==> src/rtl/bcd_7seg_scanner.sv <==
// Time-multiplexed N-digit BCD 7-segment scanner with frame-synchronous updates,
// ghost blanking at slot start, leading-zero suppression and per-digit decimal point.
module bcd_7seg_scanner #(
  parameter int NUM_DIGITS     = 4,
  parameter int REFRESH_DIV    = 1000,
  parameter int BLANK_CYCLES   = 8,
  parameter int SEG_ACTIVE_LOW = 0,
  parameter int AN_ACTIVE_LOW  = 1,
  parameter int LZ_BLANK       = 1,
  localparam int IDX_W = (NUM_DIGITS > 1) ? $clog2(NUM_DIGITS) : 1,
  localparam int CNT_W = $clog2(REFRESH_DIV)
) (
  input  logic                    i_clk,
  input  logic                    i_rst_n,
  input  logic                    i_en,
  input  logic                    i_load,
  input  logic [4*NUM_DIGITS-1:0] i_bcd_data,
  input  logic [NUM_DIGITS-1:0]   i_dp_in,
  output logic [6:0]              o_seg,
  output logic                    o_dp,
  output logic [NUM_DIGITS-1:0]   o_an,
  output logic [IDX_W-1:0]        o_digit_idx,
  output logic                    o_frame_done
);

  localparam logic [CNT_W-1:0]      CNT_LAST = CNT_W'(REFRESH_DIV - 1);
  localparam logic [IDX_W-1:0]      IDX_LAST = IDX_W'(NUM_DIGITS - 1);
  localparam logic [6:0]            SEG_OFF  = (SEG_ACTIVE_LOW != 0) ? 7'h7F : 7'h00;
  localparam logic                  DP_OFF   = (SEG_ACTIVE_LOW != 0);
  localparam logic [NUM_DIGITS-1:0] AN_OFF   = (AN_ACTIVE_LOW != 0) ? '1 : '0;

  logic [CNT_W-1:0]        r_cnt;
  logic [IDX_W-1:0]        r_idx;
  logic [4*NUM_DIGITS-1:0] r_shadow_data;
  logic [NUM_DIGITS-1:0]   r_shadow_dp;
  logic                    r_pending;
  logic [4*NUM_DIGITS-1:0] r_act_data;
  logic [NUM_DIGITS-1:0]   r_act_dp;

  logic                  w_wrap;
  logic                  w_show;
  logic [3:0]            w_digit;
  logic                  w_dp_sel;
  logic                  w_lz_blank;
  logic                  w_zero_run;
  logic [NUM_DIGITS-1:0] w_an_hot;
  logic [6:0]            w_seg;

  function automatic logic [6:0] seg_decode(input logic [3:0] d);
    case (d)
      4'd0:    seg_decode = 7'b1111110;
      4'd1:    seg_decode = 7'b0110000;
      4'd2:    seg_decode = 7'b1101101;
      4'd3:    seg_decode = 7'b1111001;
      4'd4:    seg_decode = 7'b0110011;
      4'd5:    seg_decode = 7'b1011011;
      4'd6:    seg_decode = 7'b1011111;
      4'd7:    seg_decode = 7'b1110000;
      4'd8:    seg_decode = 7'b1111111;
      4'd9:    seg_decode = 7'b1111011;
      default: seg_decode = 7'b0000001;
    endcase
  endfunction

  assign w_wrap = (r_cnt == CNT_LAST) && (r_idx == IDX_LAST) && i_en;
  assign w_show = i_en && (32'(r_cnt) >= BLANK_CYCLES);

  // Walk from the most significant digit down; the zero run ends at the first non-zero code.
  always_comb begin
    w_digit    = 4'd0;
    w_dp_sel   = 1'b0;
    w_lz_blank = 1'b0;
    w_zero_run = 1'b1;
    w_an_hot   = '0;
    for (int k = NUM_DIGITS - 1; k >= 0; k--) begin
      w_zero_run = w_zero_run && (r_act_data[4*k +: 4] == 4'd0);
      if (IDX_W'(k) == r_idx) begin
        w_digit     = r_act_data[4*k +: 4];
        w_dp_sel    = r_act_dp[k];
        w_lz_blank  = (LZ_BLANK != 0) && (k != 0) && w_zero_run;
        w_an_hot[k] = 1'b1;
      end
    end
  end

  assign w_seg = w_lz_blank ? 7'b0000000 : seg_decode(w_digit);

  always_ff @(posedge i_clk or negedge i_rst_n) begin
    if (!i_rst_n) begin
      r_cnt <= '0;
      r_idx <= '0;
    end else if (i_en) begin
      if (r_cnt == CNT_LAST) begin
        r_cnt <= '0;
        r_idx <= (r_idx == IDX_LAST) ? '0 : r_idx + 1'b1;
      end else begin
        r_cnt <= r_cnt + 1'b1;
      end
    end
  end

  // A load in the wrap cycle bypasses the shadow so it shows in the very next frame.
  always_ff @(posedge i_clk or negedge i_rst_n) begin
    if (!i_rst_n) begin
      r_shadow_data <= '0;
      r_shadow_dp   <= '0;
      r_pending     <= 1'b0;
      r_act_data    <= '0;
      r_act_dp      <= '0;
    end else begin
      if (i_load) begin
        r_shadow_data <= i_bcd_data;
        r_shadow_dp   <= i_dp_in;
      end
      if (w_wrap) begin
        r_pending <= 1'b0;
        if (i_load) begin
          r_act_data <= i_bcd_data;
          r_act_dp   <= i_dp_in;
        end else if (r_pending) begin
          r_act_data <= r_shadow_data;
          r_act_dp   <= r_shadow_dp;
        end
      end else if (i_load) begin
        r_pending <= 1'b1;
      end
    end
  end

  always_ff @(posedge i_clk or negedge i_rst_n) begin
    if (!i_rst_n) begin
      o_seg        <= SEG_OFF;
      o_dp         <= DP_OFF;
      o_an         <= AN_OFF;
      o_digit_idx  <= '0;
      o_frame_done <= 1'b0;
    end else begin
      o_seg        <= (SEG_ACTIVE_LOW != 0) ? ~w_seg : w_seg;
      o_dp         <= (SEG_ACTIVE_LOW != 0) ? ~w_dp_sel : w_dp_sel;
      o_an         <= w_show ? ((AN_ACTIVE_LOW != 0) ? ~w_an_hot : w_an_hot) : AN_OFF;
      o_digit_idx  <= r_idx;
      o_frame_done <= w_wrap;
    end
  end

endmodule

==> config.mk <==
export PLATFORM = sky130hd
export DESIGN_NAME = bcd_7seg_scanner
export DESIGN_NICKNAME = d
export VERILOG_FILES = /design/src/rtl/bcd_7seg_scanner.sv
export SDC_FILE = /design/constraint.sdc
export NUM_CORES = 1
export LEC_CHECK = 0
export CAP_MARGIN = 20
export CORE_ASPECT_RATIO = 0.75
export CORE_MARGIN = 2
export CORE_UTILIZATION = 55
export CTS_CLUSTER_SIZE = 30
export DETAILED_ROUTE_END_ITERATION = 10
export GPL_ROUTABILITY_DRIVEN = 0
export PLACE_DENSITY = 0.79
export SYNTH_ARGS = -nofsm -noshare
export SYNTH_HDL_FRONTEND = slang
export SYNTH_SLANG_ARGS = --single-unit
==> constraint.sdc <==
create_clock -name i_clk -period 3.8 [get_ports i_clk]
set_clock_uncertainty 0.1 [all_clocks]
set_input_delay 0.38 -clock i_clk [delete_from_list [all_inputs] [get_ports i_clk]]
set_output_delay 0.38 -clock i_clk [all_outputs]
set_load 0.005 [all_outputs]
**After elaboration in Yosys (flattened, before gate mapping)**

Memory sizes are Yosys's and may differ from the RTL's.
Index checks and enable logic that the tools add are counted.

- Memories kept: 1
- Bits in read-only memories: 112
- Word-level logic and storage cells: 61
- Bits of input ports: 24
- Bits in registers: 68

- Muxes and demuxes: 26
- $lt $le $gt $ge: 1
- Bitwise gates (word level): 1
- Reductions and logical operators: 13
- Equality and inequality tests: 5
- Add/sub/neg operators: 2

Memories:

| memory | words | width | rd ports | clocked after Yosys merged registers in | wr ports | RTL line | source |
|---|---|---|---|---|---|---|---|
| (name not given) | 16 | 7 | 1 | 0 | 0 | 50 | `case (d)` |

Operators by type and width:

| operator | number |
|---|---|
| $mux 16 | 2 |
| $mux 4 | 7 |
| $mux 1 | 14 |
| $logic_not 4->1 | 3 |
| $add 10x1->10 const B | 1 |
| $eq 10x10->1 const B | 1 |
| $ge 10x4->1 const B | 1 |
| $mux 10 | 1 |
| $mux 7 | 1 |
| $logic_and 1x1->1 | 5 |
| $eq 2x2->1 const A | 2 |
| $not 4->4 | 1 |
| $reduce_and 2->1 | 2 |
| $reduce_bool 2->1 | 2 |
| $add 2x1->2 const B | 1 |
| $eq 1x2->1 const A | 1 |
| $eq 2x2->1 const B | 1 |
| $logic_not 2->1 | 1 |
| $mux 2 | 1 |

**Logic depth before layout (Yosys ltp)**

An unclocked memory read counts as a cell.

- Depth in word-level cells: 7
- Mapped depth: 11

**Least setup slack after synthesis**

Ideal clock, no wire load.

- Path kind: register to register
- From: register r_idx[0]
- To: register o_seg[3]
- Arrival: 2097 ps
- Path buffers: 1
- Setup time: 77 ps
- Data required time: 3623 ps
- Period minus slack after synthesis: 2274 ps
- Slack: 1526 ps
- Cell stages (with the launch flop): 12
- Cells stage by stage: dfrtp_1 > inv_1 > ha_1 > buf_2 > nor2b_1 > a22oi_1 > a21oi_1 > inv_1 > ha_1 > mux2i_1 > nand2_1 > a21oi_1

- Longest elaborated chain between the ends: 7

Ends and longest elaborated chain:

| element | RTL line | source |
|---|---|---|
| start, declared | 33 | `logic [IDX_W-1:0] r_idx;` |
| start signal, assigned | 95 | `r_idx <= (r_idx == IDX_LAST) ? '0 : r_idx + 1'b1;` |
| $eq 2x2->1 | 77 | `if (IDX_W'(k) == r_idx) begin` |
| $mux 4 (4 in a row) | 77 |  |
| $mem_v2 16x7 | n/a |  |
| $mux 7 (*) | 86 | `assign w_seg = w_lz_blank ? 7'b0000000 : seg_decode(w_digit);` |
| net w_seg[3] | 47 | `logic [6:0] w_seg;` |
| end signal, assigned | 138 | `o_seg <= (SEG_ACTIVE_LOW != 0) ? ~w_seg : w_seg;` |
| end, declared | 19 | `output logic [6:0] o_seg,` |

Mark *: on every way through the listed nets, which the timed path passes. The rest lies on a longest branch.
A chain may end at the register's enable or synchronous reset.

**Worst setup path after layout**

- From: register r_idx[0]
- To: register o_seg[1]

Same word-level chain as after synthesis.

==> flow_metrics.tcl <==
set metrics [dict create \
    syn_area_per_cell_um2 13.0 \
    switching_share_pct 23.1 \
    synth.top_cell.area_share_pct 51.6 \
    cap_violations 0 \
    yosysSeqAreaShare_pct 54.9 \
    period_minus_slack_ns 2.75 \
    power.switching_uw 387 \
    setup_viol 0 \
    drive_gt1_share_pct 25.4 \
    seq_power_share_pct 48.7 \
    grt_pass1_vias 1951 \
    hpwl_mm 3.93 \
    synthTopCellsByArea "dfrtp_1, mux2_4, mux2_2" \
    synth_edf_count 0 \
    synthFlopType "dfrtp_1" \
    grt_start_max_net_pins 40 \
    grt_overflow_total 0 \
    start_util_pct 57.4 \
    syn_area_mm2 0.00311 \
    clock_latency_ns 0.35 \
    synth.distinct_cells 44 \
    cp_max_fo 9 \
    slowest_delay_ns 0.43 \
    ir_drop_mv 0.302 \
    clockRootBuffer "clkbuf_8" \
    die_area_mm2 0.00627 \
    crit_arrival_ns 2.87 \
    ant_nets 0 \
    design_area_mm2 0.00375 \
    fp-row-count 23 \
    async_flop_share_pct 100 \
    antenna_found_initial 0 \
    area_delta_synth_final_pct 20.7 \
    fmax_mhz 363 \
    path_clk_slew_ns 0.07 \
    vias 1892 \
    ios 39 \
    yosys_warnings 0 \
    cpMaxStageDelayCell "dfrtp_1" \
    synth_fp_nets 274 \
    rsz0062_at_grt "no" \
    power.leakage_uw 0.00172 \
    cts.sinks 68 \
    grt_first_pass_wirelength_mm 9.82 \
    antenna-diode-count 0 \
    tightest_slew_ns 0.651 \
    routed_wl_mm 5.56 \
    wire_per_inst_um 15.4 \
    placement.io_buffers 38 \
    cts_buffers 9 \
    status "finished clean" \
    endpoint_kind "flip-flop" \
    cts.path.max_buffers 2 \
    drc_errors 0 \
    timing.setup.tns_ns 0 \
    combPwrFrac_pct 8.9 \
    cp-start-kind "flip-flop" \
    core_mm2 0.00541 \
    drtIter0Drc 97 \
    relSlewSlack_pct 56.6 \
    htree_levels 3 \
    layout_commonest_cell "dfrtp_1" \
    cellPowerDensity_mw_per_mm2 448 \
    yosys.area.top_type "dfrtp_1" \
    final_nets 317 \
    die_h_um 69.1 \
    nFillCells 394 \
    worst_ep_required_time_ns 3.92 \
    period_share_pct 72.4 \
    hold_class "reg2reg" \
    post_drt_via_cell_ratio 5.23 \
    firstDrtPassIters 4 \
    crit_family "compound AO/OA/AOI/OAI gates" \
    path_cells "inv_1 -> ha_1 -> nor2b_1 -> a22oi_1 -> a21oi_1 -> inv_1 -> ha_1 -> and2_1 -> o21ai_0 -> a21oi_1" \
    syn_inst 239 \
    path_buf_inv 2 \
    drv_slew 0 \
    p_int_uw 1290 \
    placed_cell_area_mm2 0.00350 \
    crit_type "reg2reg" \
    cts_tree "done" \
    die-width_um 90.8 \
    clockPowerShare_pct 42.4 \
    grt_use_total_pct 20.4 \
    layout_common_cells "dfrtp_1, clkdlybuf4s50_1, mux2_2, mux2_4, nand2_1" \
    hold_viol 0 \
    post_cts_buffers 0 \
    synth.ff_latch_count 68 \
]
-- stage by stage --
| stage | util [%] | setup WS (ns) | power (µW) | std cells | hold slack [ns] |
|---|---|---|---|---|---|
| floorplan | - | 1.53 | 910 | 239 | -0.0156 |
| global placement | 64.7 | 1.17 | 972 | 345 | 0.321 |
| detailed placement | 64.7 | 1.14 | 981 | 345 | 0.331 |
| CTS | 69.3 | 1.05 | 1700 | 362 | 0.354 |
| global route | 69.3 | 0.775 | 1760 | 362 | 0.387 |
| finish | 69.3 | 1.05 | 1680 | 362 | 0.344 |
-- power groups by stage --
stage / logic, µW / registers (µW) / clock network [µW]
floorplan: 90.0 / 820 / 0
global placement: 144 / 828 / 0
detailed placement: 150 / 831 / 0
CTS: 153 / 817 / 727
global route: 173 / 825 / 764
finish: 150 / 818 / 711
-- worst reg2reg max path: stages, from the launching register on --
cell and delay [ns]:
dfrtp_1 0.43, inv_1 0.11, ha_1 0.34, nor2b_1 0.39, a22oi_1 0.15, a21oi_1 0.34, inv_1 0.14, ha_1 0.21
and2_1 0.14, o21ai_0 0.19, a21oi_1 0.10
-- logic make-up (layout without fill, tap and decap cells) --
| family | count (synthesis) | count (layout) | share of synthesized area [%] |
|---|---|---|---|
| mux | 42 | 42 | 17.6 |
| simple gates | 60 | 60 | 10.7 |
| flops | 68 | 68 | 54.9 |
| compound gates | 36 | 36 | 7.09 |
| fa+ha+maj | 11 | 11 | 4.43 |
| xor+xnor | 5 | 5 | 1.41 |
| buf+inv | 17 | 65 | 3.91 |
-- layout make-up --
type,count,area [µm²],area share (%)
sequential,68,1710,45.5
multi-input combinational,154,1280,34.1
timing repair buffer,41,400,10.7
clock buffer,10,128,3.40
clock inverter,6,114,3.04
tap,75,93.8,2.50
inverter,8,30.0,0.801
-- repair_timing --
action | 4_1_cts | 5_1_grt
hold buffers | 1 | 0
endpoints found under the setup margin | 0 | 0
gates resized for setup | 0 | 0
endpoints found under the hold margin | 29 | 0
-- final timing paths --
check                      cells after the start  slack [ns]                            end                 start
min in group asynchronous                      2        0.50  r_shadow_data[11]$_DFFE_PN0P_               i_rst_n
min                                            0        0.34       o_digit_idx[1]$_DFF_PN0_  r_idx[1]$_DFFE_PN0P_
min reg2reg                                    0        0.34       o_digit_idx[1]$_DFF_PN0_  r_idx[1]$_DFFE_PN0P_
max reg2reg                                   10        1.05             o_seg[1]$_DFF_PN0_  r_idx[0]$_DFFE_PN0P_
max in group asynchronous                      3        2.15              o_an[0]$_DFF_PN1_               i_rst_n
max                                           10        1.05             o_seg[1]$_DFF_PN0_  r_idx[0]$_DFFE_PN0P_
-- registers in the layout, summed over array words and instances (netlist names) --
register / flops
r_act_data: 16
r_shadow_data: 16
r_cnt: 10
o_seg: 7
o_an: 4
r_act_dp: 4
r_shadow_dp: 4
o_digit_idx: 2
r_idx: 2
o_dp: 1
o_frame_done: 1
r_pending: 1
-- layer usage --
metal	vias up	share of wire, %	global-route usage (%)	routed length [µm]
met5	-	0	0	0
met4	0	1.5	7.07	86
met3	9	5.2	7.21	288
met2	52	42	29.5	2330
met1	907	51	29.0	2860
li1	924	-	-	-
-- synth_stat cells, types with 3 or more instances --
library cell / count
dfrtp_1: 64
mux2_2: 20
mux2_4: 20
nand2_1: 19
a21oi_1: 12
ha_1: 11
nor2_1: 10
inv_1: 8
o21ai_0: 8
o22ai_1: 5
dfstp_2: 4
nand3_1: 4
nor4_1: 4
xnor2_1: 4
a22oi_1: 3
and3_1: 3
buf_6: 3
Power figures use the tool's default switching activity.
